--- config.mk ---
export PLATFORM = sky130hd
export DESIGN_NAME = fb_fetch_arbiter
export DESIGN_NICKNAME = d
export VERILOG_FILES = /design/src/rtl/fb_pkg.sv /design/src/rtl/fb_fetch_sched.sv /design/src/rtl/fb_fetch_arbiter.sv
export SDC_FILE = /design/constraint.sdc
export NUM_CORES = 1
export LEC_CHECK = 0
export CAP_MARGIN = 20
export CORE_ASPECT_RATIO = 1.2
export CORE_MARGIN = 5
export CORE_UTILIZATION = 35
export CTS_CLUSTER_DIAMETER = 60
export DETAILED_ROUTE_END_ITERATION = 7
export PLACE_DENSITY = 0.72
export RECOVER_POWER = 50
export SKIP_CTS_REPAIR_TIMING = 1
export SLEW_MARGIN = 20
export SYNTH_ARGS = -nofsm -noshare
export SYNTH_HDL_FRONTEND = slang
export SYNTH_HIERARCHICAL = 1
export SYNTH_SLANG_ARGS = --single-unit
--- constraint.sdc ---
create_clock -name clk -period 4 [get_ports clk]
set_input_delay 0.8 -clock clk [delete_from_list [all_inputs] [get_ports clk]]
set_output_delay 0.8 -clock clk [all_outputs]
set_load 0.03 [all_outputs]
--- src/rtl/fb_pkg.sv ---
// Shared types and timing constants for the framebuffer fetch path.
// The timing constants match the 640x480@60 timing generator.
package fb_pkg;

  localparam int H_ACTIVE = 640;
  localparam int V_ACTIVE = 480;
  localparam int V_LAST   = 524;

  typedef enum logic [1:0] {
    ARB_IDLE = 2'd0,
    ARB_DISP = 2'd1,
    ARB_CPU  = 2'd2
  } arb_state_t;

endpackage

--- src/rtl/fb_fetch_sched.sv ---
// Scanline prefetch scheduler: trigger decode, target bank, line base and sticky underrun.
// Build option FB_DBLBUF_EN adds an alternate frame base swapped at the frame-wrap trigger.
module fb_fetch_sched
  import fb_pkg::*;
#(
  parameter int ADDR_W         = 20,
  parameter int WORDS_PER_LINE = 160,
  parameter int H_ACTIVE       = fb_pkg::H_ACTIVE,
  parameter int V_ACTIVE       = fb_pkg::V_ACTIVE,
  parameter int V_LAST         = fb_pkg::V_LAST
) (
  input  logic              clk,
  input  logic              rst_n,
  input  logic [9:0]        px,
  input  logic [9:0]        py,
  input  logic [ADDR_W-1:0] fb_base,
`ifdef FB_DBLBUF_EN
  input  logic [ADDR_W-1:0] fb_base_alt,
  input  logic              swap_req,
  output logic              swap_done,
`endif
  input  logic              fetch_done,
  output logic              trigger,
  output logic              fetch_pend,
  output logic              lb_bank,
  output logic [ADDR_W-1:0] line_base,
  output logic              underrun
);

  logic              frame_trig;
  logic              pend_q, pend_d;
  logic              bank_q, bank_d;
  logic              underrun_q, underrun_d;
  logic [ADDR_W-1:0] base_q, base_d;
  logic [ADDR_W-1:0] frame_base;

  assign frame_trig = (px == 10'(H_ACTIVE)) && (py == 10'(V_LAST));
  assign trigger    = (px == 10'(H_ACTIVE)) &&
                      ((py == 10'(V_LAST)) || (py < 10'(V_ACTIVE - 1)));

`ifdef FB_DBLBUF_EN
  logic sel_q, sel_d, swap_pend_q, swap_pend_d;

  // A swap request waits for the frame wrap; line 0 already uses the new base.
  always_comb begin
    swap_pend_d = swap_pend_q | swap_req;
    sel_d       = sel_q;
    swap_done   = 1'b0;
    if (frame_trig && swap_pend_d) begin
      swap_done   = 1'b1;
      sel_d       = ~sel_q;
      swap_pend_d = 1'b0;
    end
    frame_base = sel_d ? fb_base_alt : fb_base;
  end

  always_ff @(posedge clk or negedge rst_n) begin
    if (!rst_n) begin
      sel_q       <= 1'b0;
      swap_pend_q <= 1'b0;
    end else begin
      sel_q       <= sel_d;
      swap_pend_q <= swap_pend_d;
    end
  end
`else
  logic unused_frame_trig;
  assign unused_frame_trig = frame_trig;
  assign frame_base        = fb_base;
`endif

  // A final word accepted in the trigger cycle completes the old line, so no underrun.
  always_comb begin
    pend_d     = pend_q;
    bank_d     = bank_q;
    base_d     = base_q;
    underrun_d = underrun_q;
    if (fetch_done) pend_d = 1'b0;
    if (trigger) begin
      pend_d = 1'b1;
      if (pend_q && !fetch_done) underrun_d = 1'b1;
      if (py == 10'(V_LAST)) begin
        base_d = frame_base;
        bank_d = 1'b0;
      end else begin
        base_d = base_q + ADDR_W'(WORDS_PER_LINE);
        bank_d = ~py[0];
      end
    end
  end

  always_ff @(posedge clk or negedge rst_n) begin
    if (!rst_n) begin
      pend_q     <= 1'b0;
      bank_q     <= 1'b0;
      base_q     <= '0;
      underrun_q <= 1'b0;
    end else begin
      pend_q     <= pend_d;
      bank_q     <= bank_d;
      base_q     <= base_d;
      underrun_q <= underrun_d;
    end
  end

  assign fetch_pend = pend_q;
  assign lb_bank    = bank_q;
  assign line_base  = base_q;
  assign underrun   = underrun_q;

endmodule

--- src/rtl/fb_fetch_arbiter.sv ---
// Shares one framebuffer memory port between scanline prefetch and a CPU requester.
// Build option FB_DBLBUF_EN adds fb_base_alt/swap_req/swap_done for double-buffered frames.
module fb_fetch_arbiter
  import fb_pkg::*;
#(
  parameter int ADDR_W         = 20,
  parameter int DATA_W         = 32,
  parameter int WORDS_PER_LINE = 160,
  parameter int H_ACTIVE       = fb_pkg::H_ACTIVE,
  parameter int V_ACTIVE       = fb_pkg::V_ACTIVE,
  parameter int V_LAST         = fb_pkg::V_LAST
) (
  input  logic              clk,
  input  logic              rst_n,
  input  logic [9:0]        px,
  input  logic [9:0]        py,
  input  logic [ADDR_W-1:0] fb_base,
`ifdef FB_DBLBUF_EN
  input  logic [ADDR_W-1:0] fb_base_alt,
  input  logic              swap_req,
  output logic              swap_done,
`endif
  input  logic              cpu_req,
  input  logic              cpu_we,
  input  logic [ADDR_W-1:0] cpu_addr,
  input  logic [DATA_W-1:0] cpu_wdata,
  output logic              cpu_ack,
  output logic [DATA_W-1:0] cpu_rdata,
  output logic              mem_req,
  output logic              mem_we,
  output logic [ADDR_W-1:0] mem_addr,
  output logic [DATA_W-1:0] mem_wdata,
  input  logic              mem_ack,
  input  logic [DATA_W-1:0] mem_rdata,
  output logic              lb_we,
  output logic              lb_bank,
  output logic [7:0]        lb_waddr,
  output logic [DATA_W-1:0] lb_wdata,
  output logic              underrun,
  output arb_state_t        dbg_state
);

  // Handshake: a requester raises req with stable payload and holds it until the
  // 1-cycle ack; the ack cycle itself completes the transfer (and carries rdata).

  localparam logic [7:0] LAST_WORD = 8'(WORDS_PER_LINE - 1);

  arb_state_t        state_q, state_d;
  logic [7:0]        word_cnt_q, word_cnt_d;
  logic              stale_q, stale_d;
  logic              mem_we_q, mem_we_d;
  logic [ADDR_W-1:0] mem_addr_q, mem_addr_d;
  logic [DATA_W-1:0] mem_wdata_q, mem_wdata_d;
  logic              trigger, fetch_pend, disp_ack, fetch_done;
  logic [ADDR_W-1:0] line_base;

  fb_fetch_sched #(
    .ADDR_W         (ADDR_W),
    .WORDS_PER_LINE (WORDS_PER_LINE),
    .H_ACTIVE       (H_ACTIVE),
    .V_ACTIVE       (V_ACTIVE),
    .V_LAST         (V_LAST)
  ) u_sched (
    .clk        (clk),
    .rst_n      (rst_n),
    .px         (px),
    .py         (py),
    .fb_base    (fb_base),
`ifdef FB_DBLBUF_EN
    .fb_base_alt(fb_base_alt),
    .swap_req   (swap_req),
    .swap_done  (swap_done),
`endif
    .fetch_done (fetch_done),
    .trigger    (trigger),
    .fetch_pend (fetch_pend),
    .lb_bank    (lb_bank),
    .line_base  (line_base),
    .underrun   (underrun)
  );

  // A stale display word belongs to a line abandoned by a later trigger.
  assign disp_ack   = (state_q == ARB_DISP) && mem_ack && !stale_q;
  assign fetch_done = disp_ack && (word_cnt_q == LAST_WORD);

  always_comb begin
    state_d     = state_q;
    word_cnt_d  = word_cnt_q;
    stale_d     = stale_q;
    mem_we_d    = mem_we_q;
    mem_addr_d  = mem_addr_q;
    mem_wdata_d = mem_wdata_q;
    case (state_q)
      ARB_IDLE: begin
        if (fetch_pend) begin
          state_d     = ARB_DISP;
          mem_we_d    = 1'b0;
          mem_addr_d  = line_base + ADDR_W'(word_cnt_q);
          mem_wdata_d = '0;
          stale_d     = trigger;
        end else if (cpu_req) begin
          state_d     = ARB_CPU;
          mem_we_d    = cpu_we;
          mem_addr_d  = cpu_addr;
          mem_wdata_d = cpu_wdata;
          stale_d     = 1'b0;
        end
      end
      ARB_DISP: begin
        if (mem_ack) begin
          state_d = ARB_IDLE;
          stale_d = 1'b0;
        end else if (trigger) begin
          stale_d = 1'b1;
        end
      end
      ARB_CPU: begin
        if (mem_ack) state_d = ARB_IDLE;
      end
      default: state_d = ARB_IDLE;
    endcase
    if (trigger)       word_cnt_d = '0;
    else if (disp_ack) word_cnt_d = fetch_done ? 8'd0 : word_cnt_q + 8'd1;
  end

  always_ff @(posedge clk or negedge rst_n) begin
    if (!rst_n) begin
      state_q     <= ARB_IDLE;
      word_cnt_q  <= '0;
      stale_q     <= 1'b0;
      mem_we_q    <= 1'b0;
      mem_addr_q  <= '0;
      mem_wdata_q <= '0;
    end else begin
      state_q     <= state_d;
      word_cnt_q  <= word_cnt_d;
      stale_q     <= stale_d;
      mem_we_q    <= mem_we_d;
      mem_addr_q  <= mem_addr_d;
      mem_wdata_q <= mem_wdata_d;
    end
  end

  assign mem_req   = (state_q != ARB_IDLE);
  assign mem_we    = mem_we_q;
  assign mem_addr  = mem_addr_q;
  assign mem_wdata = mem_wdata_q;
  assign lb_we     = disp_ack;
  assign lb_waddr  = word_cnt_q;
  assign lb_wdata  = disp_ack ? mem_rdata : '0;
  assign cpu_ack   = (state_q == ARB_CPU) && mem_ack;
  assign cpu_rdata = cpu_ack ? mem_rdata : '0;
  assign dbg_state = state_q;

endmodule

Yosys cells after proc, flatten, opt, wreduce, memory -nomap -nowiden
Cells that the tools add are included.
{ "op_classes": {"n_addsub": 3, "magnitude_cmp": 1, "eq_ne": 8, "mux": 24, "n_bitwise": 1, "reduce_logical": 20} }
{ "ops": {"columns": ["cell", "count"], "rows": [
  ["32-bit 2-to-1 mux", 4],
  ["20-bit 2-to-1 mux", 3],
  ["8-bit 2-to-1 mux", 3],
  ["20-bit by 8-bit adder with 20-bit output", 1],
  ["20-bit by 8-bit adder with 20-bit output (second input constant)", 1],
  ["10-bit equality test (second input constant)", 2],
  ["10-bit by 9-bit < comparator with 1-bit output (second input constant)", 1],
  ["2-bit nonzero test", 5],
  ["1-bit 2-to-1 mux", 9],
  ["8-bit by 1-bit adder with 8-bit output (second input constant)", 1],
  ["8-bit equality test (second input constant)", 1],
  ["1-bit logical AND", 6],
  ["2-bit 2-to-1 mux", 3],
  ["2-bit AND reduction", 3],
  ["2-bit case mux with 2 select lines", 1],
  ["3-bit by 2-bit inequality test with 1-bit output (second input constant)", 1],
  ["3-bit inequality test (second input constant)", 1],
  ["3-bit AND reduction", 1],
  ["2-bit by 1-bit equality test with 1-bit output (second input constant)", 1],
  ["2-bit equality test (second input constant)", 1],
  ["1-bit logical NOT", 2],
  ["2-bit logical NOT", 1],
  ["2-bit by 1-bit inequality test with 1-bit output (second input constant)", 1],
  ["1-bit case mux with 2 select lines", 1],
  ["3 further kinds", 3]
]} }
{ "totals": {"reg_bits": 87, "in_bits": 129, "out_inout_bits": 132} }

Depth between registers and ports, before layout
Gate-level depths: netlist of run 1.
{ "depth": {"word_depth": 7, "ltp_mapped": 12, "mapped_depth_nobuf": 10} }

Hierarchy
Netlist of run 1, hierarchy kept.
{ "by_module_without_submodules": {"columns": ["module", "n_inst", "cells_each", "area_per_inst_um2", "seq_area_each_um2"], "rows": [
  ["fb_fetch_arbiter", 1, 411, 3791.1, 1601.5],
  ["fb_fetch_sched", 1, 143, 1332.5, 575.6]
]} }

Least setup slack after synthesis of run 1
No wires, ideal clock.
{ "synth_timing": {"path_kind": "input-to-reg", "startpoint": "input port py[5]", "endpoint": "register word_cnt_q[7], in the netlist lb_waddr[7]", "setup_ns": 0.072, "t_arrival_ns": 3.085, "required_ns": 3.928, "slack_ns": 0.843, "cell_stages": 12, "n_path_buf": 4, "path_cell_list": "or4b_1 -> or3_1 -> buf_6 -> a21o_1 -> buf_6 -> clkinv_4 -> buf_8 -> clkbuf_1 -> o211a_1 -> nand4_1 -> xor2_1 -> nor2_1"} }
{ "synth_between": {"elab_chain_len": 4} }
{ "synth_rtl": {"columns": ["item", "line", "source"], "rows": [
  ["start: declaration", "fb_fetch_arbiter.sv:16", "input logic [9:0] py,"],
  ["10-bit by 9-bit < comparator with 1-bit output / 10-bit equality test (equally long branches)", null, null],
  ["1-bit logical OR (*)", "fb_fetch_sched.sv:39", "((py == 10'(V_LAST)) || (py < 10'(V_ACTIVE - 1)));"],
  ["1-bit logical AND (*)", "fb_fetch_sched.sv:38", "assign trigger = (px == 10'(H_ACTIVE)) &&"],
  ["net trigger", "fb_fetch_arbiter.sv:54", "logic trigger, fetch_pend, disp_ack, fetch_done;"],
  ["8-bit 2-to-1 mux / 2-bit nonzero test (equally long branches)", null, null],
  ["end signal: assignment", "fb_fetch_arbiter.sv:136", "word_cnt_q <= word_cnt_d;"],
  ["end: declaration", "fb_fetch_arbiter.sv:49", "logic [7:0] word_cnt_q, word_cnt_d;"]
]} }
The timed path passes the listed nets; every way through them passes the cells marked *.
A chain may end at the register's enable or synchronous reset.

Worst setup path in the final report of run 1
{ "layout_timing": {"startpoint": "input port mem_ack", "endpoint": "output port lb_wdata[18]"} }
{ "layout_between": {"elab_chain_len": 3} }
{ "layout_rtl": {"columns": ["item", "line", "source"], "rows": [
  ["start: declaration", "fb_fetch_arbiter.sv:33", "input logic mem_ack,"],
  ["1-bit logical AND (2 in a row)", "fb_fetch_arbiter.sv:83", "assign disp_ack = (state_q == ARB_DISP) && mem_ack && !stale_q;"],
  ["32-bit 2-to-1 mux", "fb_fetch_arbiter.sv:150", "assign lb_wdata = disp_ack ? mem_rdata : '0;"],
  ["end: declaration", "fb_fetch_arbiter.sv:38", "output logic [DATA_W-1:0] lb_wdata,"]
]} }
No other way between the ends.

==> flow_metrics.env, run 1 <==
export IMPL_status="complete, but fails checks"
export IMPL_violations="max-capacitance violations, max-slew violations"
export IMPL_timing_hold_worst_endpoint="u_sched/lb_bank$_DFFE_PN0P_"
export IMPL_slew_violations=64
export IMPL_antenna_left=0
export IMPL_cts_htree_levels=3
export IMPL_clockBufferDepth=2
export IMPL_syn_nets=697
export IMPL_critPathMaxStageDelay_ps=570
export IMPL_hold_worst_slack_ps=476
export IMPL_dr_total_vias=5204
export IMPL_place_ws_ps=558
export IMPL_power_density_nw_per_um2=529
export IMPL_hold_class="flop to flop"
export IMPL_path_cells="clkdlybuf4s50_1 > nand2_1 > or2_2 > inv_1 > and2_1 > buf_12"
export IMPL_layout_cells_non_filler=980
export IMPL_num_rows=48
export IMPL_synth_top_family_by_area="simple AND/OR/NAND/NOR gates"
export IMPL_power_switching_w=0.00176
export IMPL_fmax_mhz=290
export IMPL_synth_edf_count=0
export IMPL_drive_above_1_share=0.0957
export IMPL_hold_depth=1
export IMPL_grtUsageTotal=0.209
export IMPL_clockPowerShare=0.183
export IMPL_ys_seq_area_frac=0.425
export IMPL_initial_core_util=0.357
export IMPL_path_clk_slew_ps=60
export IMPL_place_congestion=0.949
export IMPL_busiest_layer="met2"
export IMPL_cts_tree="built"
export IMPL_r2r_setup_slack_ps=1280
export IMPL_dp_cells=964
export IMPL_cp_start_kind="input port"
export IMPL_ys_types=63
export IMPL_synth_compound_area_frac=0.214
export IMPL_die_area_um2=17200
export IMPL_rsz0062_at_grt="false"
export IMPL_synth_xor_area_frac=0.0359
export IMPL_leakage_nw=3.57
export IMPL_cp_data_arrival_time_ps=2650
export IMPL_fin_skew_ps=8.43
export IMPL_tightestPinTransition_ps=1550
export IMPL_cp_slowest_cell="inv_1"
export IMPL_drv_cap=1
export IMPL_p_comb_frac=0.503
export IMPL_synthMuxAreaShare=0.0208
export IMPL_totalWireLength_mm=18.5
export IMPL_async_flop_share=1.00
export IMPL_reg2regPathDepth=11
export IMPL_fin_nets=943
export IMPL_synth_simple_area_share=0.224
export IMPL_use_met2=0.359
export IMPL_port_buffers=260
export IMPL_setup_ws_ps=553
export IMPL_finalCritPeriodShare=0.862
export IMPL_syn_area_per_cell_um2=9.25
export IMPL_grt_overflow=0
export IMPL_path_buf_inv=3
export IMPL_fp_dieW_um=120
export IMPL_area_growth_pct=57.4
export IMPL_tns_ps=0
export IMPL_seqPwrFrac=0.314
export IMPL_drcViolationCount=0
export IMPL_mappedNetlistArea_um2=5120
export IMPL_synthFlopType="dfrtp_1"
export IMPL_critical_path_required_ps=3200
export IMPL_most_common_layout_cells="clkdlybuf4s50_1, dfrtp_1, a21oi_1, buf_4, dlygate4sd3_1"
export IMPL_clock_sinks=87
export IMPL_netlist_instances=554
export IMPL_worstSkewPairLatency_ps=330
export IMPL_post_route_min_period_ps=3450
export IMPL_setup_viol=0
export IMPL_hpwlAfterDp_mm=14.6
export IMPL_rr_endpoint="lb_waddr[0]$_DFFE_PN0P_"
export IMPL_critPathKind="input port to output pin"
export IMPL_ioPinCount=261
export IMPL_cp_max_fo=34
export IMPL_intPower_w=0.00251
export IMPL_core_area_um2=14400
export IMPL_swShare=0.412
export IMPL_root_buffer="clkbuf_16"
export IMPL_grt_pass1_vias=5340
export IMPL_routedWlPerCell_um=18.8
export IMPL_grt_met3_usage=0.0370
export IMPL_yosys_warnings=6
export IMPL_min_from="u_sched/lb_bank$_DFFE_PN0P_"
export IMPL_antenna_found_initial=0
export IMPL_first_pass_iters=4
export IMPL_yosys_register_bits=87
export IMPL_diodes=0
export IMPL_yosys_area_share_adder=0.0357
export IMPL_final_common_cell="clkdlybuf4s50_1"
export IMPL_drtIter0Drc=250
export IMPL_cts_buffers=9
export IMPL_r2r_start="dbg_state[1]$_DFFE_PN0P_"
export IMPL_vias_per_cell=5.31
export IMPL_grt_max_degree=64
export IMPL_cp_end_kind="output pin"
export IMPL_use_met1=0.276
export IMPL_cp_top_family="buffers and inverters"
export IMPL_die_y_um=143
export IMPL_peakVddDrop_mv=0.197
export IMPL_hold_viol=0
export IMPL_relSlewSlack=-0.0363
export IMPL_grt_pass1_wl_mm=29.0
export IMPL_fin_util=0.562
through the flow:
stage | cell area (µm²) | power (W)
after global placement | 7800 | 0.00355
final | 8060 | 0.00426
after global routing | 8060 | 0.00447
after CTS | 8080 | 0.00438
after floorplan | 5120 | 0.00254
after detailed placement | 7800 | 0.00359
power by group through the flow:
stage	Combinational [W]	Clock, W	Sequential [W]
3_3_place_gp	0.00220	0	0.00134
2_1_floorplan	0.000666	0	0.00188
3_5_place_dp	0.00222	0	0.00136
4_1_cts	0.00223	0.000802	0.00135
6_report	0.00214	0.000782	0.00134
5_1_grt	0.00227	0.000836	0.00137
flip-flops by register name, indices dropped and copies added, names as in the netlist:
signal / flops
u_sched/fetch_pend: 1
stale_q: 1
u_sched/lb_bank: 1
mem_wdata: 32
dbg_state: 2
mem_we: 1
mem_addr: 20
u_sched/underrun: 1
u_sched/line_base: 20
lb_waddr: 8
cell usage after synthesis, types with 3 or more instances:
cell,count,area share
dfrtp_1,87,0.42
nand3_1,13,0.013
or2_2,3,0.0037
mux2_2,5,0.011
a21o_1,5,0.0073
mux2i_1,5,0.0098
buf_6,3,0.0066
xor2_1,11,0.019
o22a_1,4,0.0068
nand2_1,36,0.026
and2_1,37,0.045
nor2b_1,10,0.012
xnor2_1,10,0.017
a22o_1,34,0.058
and3_1,35,0.043
nor3_1,7,0.0068
a211oi_1,3,0.0044
o22ai_1,14,0.017
a31oi_1,6,0.0073
ha_1,13,0.032
nand2b_1,7,0.0085
a21oi_1,44,0.043
clkbuf_1,30,0.022
nand4_1,9,0.011
a221oi_1,5,0.0085
inv_1,13,0.0095
nor2_1,35,0.026
o21ai_0,27,0.026
cell type report:
type	instances	area, µm²
clock buffers	13	260
clock inverters	3	17.5
flip-flops and latches	87	2180
repair buffers	271	2610
inverters	14	57.6
well taps	175	219
multi-input cells	417	2720
fillers	1326	6290
metal layers:
layer  routed length [µm]  vias up
met5                    0        -
met3                 1060       23
li1                     -     2510
met4                  272        0
met1                 8090     2493
met2                 9040      178
worst max path at each step:
stage,startpoint,slack [ps],cells past startpoint,endpoint
after global placement,mem_ack,690,6,lb_wdata[18]
final,mem_ack,550,6,lb_wdata[18]
after detailed placement,mem_ack,560,6,lb_wdata[18]
after floorplan,py[5],840,12,lb_waddr[7]$_DFFE_PN0P_
after global routing,mem_ack,460,6,lb_wdata[29]
after CTS,mem_ack,580,6,lb_wdata[18]
logic make-up (layout without fill, tap and decap cells):
logic type	count (synthesis)	count (layout)
buffers and inverters	50	301
xor gates and xnor gates	21	21
muxes	10	10
adders and majority gates	14	14
AOI/OAI and AO/OA	162	162
and+or+nand+nor	210	210
DFF	87	87
Power figures use the tool's default switching activity.
==> run 2, diff against run 1 <==
--- a/config.mk
+++ b/config.mk
@@ -8,10 +8,10 @@
 export CAP_MARGIN = 20
 export CORE_ASPECT_RATIO = 1.2
 export CORE_MARGIN = 5
-export CORE_UTILIZATION = 35
+export CORE_UTILIZATION = 41
 export CTS_CLUSTER_DIAMETER = 60
 export DETAILED_ROUTE_END_ITERATION = 7
-export PLACE_DENSITY = 0.72
+export PLACE_DENSITY = 0.82
 export RECOVER_POWER = 50
 export SKIP_CTS_REPAIR_TIMING = 1
 export SLEW_MARGIN = 20
==> constraint.sdc (replaced) <==
create_clock -name clk -period 3.7 [get_ports clk]
set_input_delay 0.74 -clock clk [delete_from_list [all_inputs] [get_ports clk]]
set_output_delay 0.74 -clock clk [all_outputs]
set_load 0.03 [all_outputs]
==> flow_metrics.env, run 2 (synthesis gave the netlist of run 1 again) <==
export IMPL_fillers=1022
export IMPL_finalCritPeriodShare=0.900
export IMPL_grtUsageTotal=0.245
export IMPL_routedWlPerCell_um=19.4
export IMPL_tns_ps=0
export IMPL_totalWireLength_mm=18.8
export IMPL_status="complete, but fails checks"
export IMPL_cts_tree="built"
export IMPL_root_buffer="clkbuf_16"
export IMPL_setup_viol=0
export IMPL_fmax_mhz=300
export IMPL_antenna_found_initial=2
export IMPL_worstSkewPairLatency_ps=330
export IMPL_cp_data_arrival_time_ps=2590
export IMPL_port_buffers=260
export IMPL_die_area_um2=14800
export IMPL_multi_input_area_um2=2720
export IMPL_grt_max_degree=88
export IMPL_antenna_left=0
export IMPL_cp_max_fo=24
export IMPL_hpwlAfterDp_mm=14.8
export IMPL_vias_per_cell=5.55
export IMPL_rsz0062_at_grt="false"
export IMPL_drive_above_1_share=0.0969
export IMPL_critical_path_required_ps=2960
export IMPL_grt_pass1_wl_mm=29.3
export IMPL_slew_violations=88
export IMPL_tightestPinTransition_ps=2200
export IMPL_first_pass_iters=7
export IMPL_dr_total_vias=5377
export IMPL_num_rows=44
export IMPL_initial_core_util=0.421
export IMPL_drcViolationCount=0
export IMPL_fp_dieW_um=112
export IMPL_place_congestion=1.02
export IMPL_fin_util=0.669
export IMPL_power_density_nw_per_um2=586
export IMPL_critPathKind="input port to output pin"
export IMPL_final_common_cell="clkdlybuf4s50_1"
export IMPL_area_growth_pct=58.9
export IMPL_peakVddDrop_mv=0.324
export IMPL_fin_nets=944
export IMPL_hold_viol=0
export IMPL_cp_start_kind="input port"
export IMPL_most_common_layout_cells="clkdlybuf4s50_1, dfrtp_1, a21oi_1, and2_1"
export IMPL_drv_cap=1
export IMPL_ioPinCount=261
export IMPL_core_area_um2=12200
export IMPL_cp_end_kind="output pin"
export IMPL_drtIter0Drc=412
export IMPL_die_y_um=132
export IMPL_grt_overflow=0
export IMPL_seq_area_um2=2180
export IMPL_clockBufferDepth=2
export IMPL_grt_pass1_vias=5423
export IMPL_hold_class="flop to flop"
export IMPL_leakage_nw=3.60
export IMPL_path_clk_slew_ps=60
export IMPL_cts_buffers=9
export IMPL_cts_htree_levels=3
export IMPL_post_route_min_period_ps=3330
export IMPL_clock_sinks=87
export IMPL_relSlewSlack=-0.466
export IMPL_violations="max-capacitance violations, max-slew violations"
export IMPL_largest_register_ffs=32
export IMPL_fin_skew_ps=8.19
run 2: final timing paths:
check / start / endpoint / slack (ps) / depth (start not counted)
worst max-delay path: mem_ack / cpu_rdata[14] / 370 / 4
worst min-delay path: mem_addr[1]$_DFFE_PN0P_ / mem_addr[1]$_DFFE_PN0P_ / 480 / 2
worst max register to register: lb_waddr[0]$_DFFE_PN0P_ / mem_addr[16]$_DFFE_PN0P_ / 1220 / 9
worst min register to register: mem_addr[1]$_DFFE_PN0P_ / mem_addr[1]$_DFFE_PN0P_ / 480 / 2
max in group asynchronous: rst_n / mem_wdata[14]$_DFFE_PN0P_ / 1350 / 1
min in group asynchronous: rst_n / u_sched/line_base[13]$_DFFE_PN0P_ / 1010 / 1
run 2: final cells by class:
| class | count | share of cell area |
|---|---|---|
| antenna | 2 | 0.000615 |
| clock buffer | 11 | 0.0298 |
| clock inverter | 4 | 0.00860 |
| inverter | 14 | 0.00707 |
| multi-input combinational | 417 | 0.334 |
| sequential | 87 | 0.267 |
| tap | 161 | 0.0247 |
| timing repair buffer | 272 | 0.328 |
run 2: where the power goes:
| part | internal, W | switching [W] |
|---|---|---|
| Clock | 0.000604 | 0.000356 |
| Sequential | 0.00125 | 0.000205 |
| Combinational | 0.000995 | 0.00136 |
run 2: critical path, cell delays in order:
cell and delay [ps]:
clkdlybuf4s50_1 670, buf_4 300, and3_1 200, clkdlybuf4s50_1 680
run 2: through the flow:
step	setup WS, ps	hold slack [ps]	power (W)	area, µm²	cells
final	370	481	0.00477	8140	968
after global routing	257	513	0.00498	8140	967
after CTS	386	488	0.00487	8150	966
after detailed placement	387	465	0.00390	7840	951
after global placement	457	465	0.00384	7840	951
after floorplan	603	444	0.00275	5120	554
run 2: per-layer routing:
layer / vias up / track usage / share of wire
met5: - / 0 / 0
met4: 0 / 0.0695 / 0.022
met3: 31 / 0.0480 / 0.075
met2: 224 / 0.418 / 0.50
met1: 2612 / 0.316 / 0.41
li1: 2510 / - / -
==> run 3, diff against run 2 <==
--- a/config.mk
+++ b/config.mk
@@ -6,8 +6,7 @@
 export NUM_CORES = 1
 export LEC_CHECK = 0
 export CAP_MARGIN = 20
-export CORE_ASPECT_RATIO = 1.2
-export CORE_MARGIN = 5
+export CORE_MARGIN = 2
 export CORE_UTILIZATION = 41
 export CTS_CLUSTER_DIAMETER = 60
 export DETAILED_ROUTE_END_ITERATION = 7
==> flow_metrics.env, run 3 (synthesis gave the netlist of run 1 again) <==
export IMPL_fillers=998
export IMPL_totalWireLength_mm=17.6
export IMPL_first_pass_iters=5
export IMPL_initial_core_util=0.423
export IMPL_drcViolationCount=0
export IMPL_cts_tree="built"
export IMPL_place_congestion=0.910
export IMPL_vias_per_cell=5.44
export IMPL_ioPinCount=261
export IMPL_multi_input_area_um2=2710
export IMPL_hpwlAfterDp_mm=13.4
export IMPL_cp_data_arrival_time_ps=2720
export IMPL_critical_path_required_ps=2960
export IMPL_post_route_min_period_ps=3460
export IMPL_cts_buffers=9
export IMPL_antenna_found_initial=0
export IMPL_violations="max-capacitance violations, max-slew violations"
export IMPL_diodes=0
export IMPL_rr_endpoint="mem_addr[16]$_DFFE_PN0P_"
export IMPL_largest_register_ffs=32
export IMPL_cp_start_kind="input port"
export IMPL_critPathKind="input port to output pin"
export IMPL_cp_max_fo=33
export IMPL_swShare=0.407
export IMPL_dr_total_vias=5291
export IMPL_min_from="mem_addr[1]$_DFFE_PN0P_"
export IMPL_relSlewSlack=-0.243
export IMPL_hold_worst_slack_ps=474
export IMPL_slew_violations=74
export IMPL_fin_nets=943
export IMPL_fin_util=0.671
export IMPL_path_clk_slew_ps=60
export IMPL_clockPowerShare=0.207
export IMPL_reg2regPathDepth=9
export IMPL_fp_dieW_um=116
export IMPL_die_y_um=116
export IMPL_hold_class="flop to flop"
export IMPL_port_buffers=260
export IMPL_peakVddDrop_mv=0.282
export IMPL_core_area_um2=12100
export IMPL_routedWlPerCell_um=18.1
export IMPL_leakage_nw=3.61
export IMPL_rsz0062_at_grt="false"
export IMPL_die_area_um2=13400
export IMPL_tns_ps=0
export IMPL_clockBufferDepth=2
export IMPL_intPower_w=0.00278
export IMPL_finalPower_w=0.00468
export IMPL_fin_skew_ps=8.78
export IMPL_timing_hold_worst_endpoint="mem_addr[1]$_DFFE_PN0P_"
export IMPL_root_buffer="clkbuf_16"
export IMPL_finalCritPeriodShare=0.936
export IMPL_hold_viol=0
export IMPL_r2r_setup_slack_ps=1180
export IMPL_hold_depth=2
export IMPL_grt_pass1_vias=5251
export IMPL_num_rows=40
export IMPL_worstSkewPairLatency_ps=330
export IMPL_grtUsageTotal=0.253
export IMPL_seq_area_um2=2180
export IMPL_p_comb_frac=0.487
export IMPL_drtIter0Drc=354
export IMPL_final_common_cell="clkdlybuf4s50_1"
export IMPL_cp_end_kind="output pin"
export IMPL_tightestPinTransition_ps=1860
export IMPL_grt_pass1_wl_mm=26.8
export IMPL_drv_cap=1
export IMPL_grt_overflow=0
export IMPL_power_switching_w=0.00191
export IMPL_clock_sinks=87
export IMPL_most_common_layout_cells="clkdlybuf4s50_1, dfrtp_1, dlygate4sd3_1, a21oi_1, and2_1"
export IMPL_grt_max_degree=74
export IMPL_seqPwrFrac=0.306
export IMPL_fmax_mhz=289
export IMPL_power_density_nw_per_um2=576
export IMPL_status="complete, but fails checks"
export IMPL_cts_htree_levels=3
export IMPL_area_growth_pct=58.7
export IMPL_antenna_left=0
export IMPL_setup_viol=0
export IMPL_drive_above_1_share=0.0932
export IMPL_r2r_start="lb_waddr[0]$_DFFE_PN0P_"
run 3: final cells by class:
class,count,area share
Multi-Input combinational cell,417,0.334
Timing Repair Buffer,271,0.327
Sequential cell,87,0.268
Clock buffer,11,0.0286
Tap cell,168,0.0258
Clock inverter,5,0.0102
Inverter,14,0.00708
run 3: power groups by stage:
stage	logic [W]	clock network, W	registers [W]
floorplan	0.000720	0	0.00203
global placement	0.00236	0	0.00144
detailed placement	0.00239	0	0.00146
CTS	0.00240	0.000982	0.00144
global route	0.00241	0.00102	0.00147
finish	0.00228	0.000969	0.00143
run 3: worst max path at each step:
stage	startpoint	to	slack (ps)	cells past startpoint
global placement	mem_ack	cpu_rdata[5]	430	4
detailed placement	mem_ack	lb_wdata[3]	340	7
floorplan	py[5]	lb_waddr[7]$_DFFE_PN0P_	600	12
CTS	mem_ack	lb_wdata[3]	340	7
finish	mem_ack	lb_wdata[3]	240	7
global route	mem_ack	lb_wdata[3]	140	7
run 3: critical path, stage by stage:
cell and delay, ps:
dlygate4sd3_1 770, nand2_1 140, or2_2 330, inv_1 200, buf_12 190, and2_1 200
buf_12 130
run 3: through the flow:
step	area (µm²)	worst slack, ps	instances
after global placement	7840	427	957
final	8130	236	973
after detailed placement	7840	339	957
after CTS	8160	336	973
after floorplan	5120	603	554
after global routing	8130	136	973
run 3: layer usage:
layer | global-route usage | vias to the layer above | routed length, µm
met5 | 0 | - | 0
li1 | - | 2509 | -
met3 | 0.0513 | 27 | 1100
met2 | 0.426 | 188 | 8570
met4 | 0.0556 | 0 | 244
met1 | 0.339 | 2567 | 7670
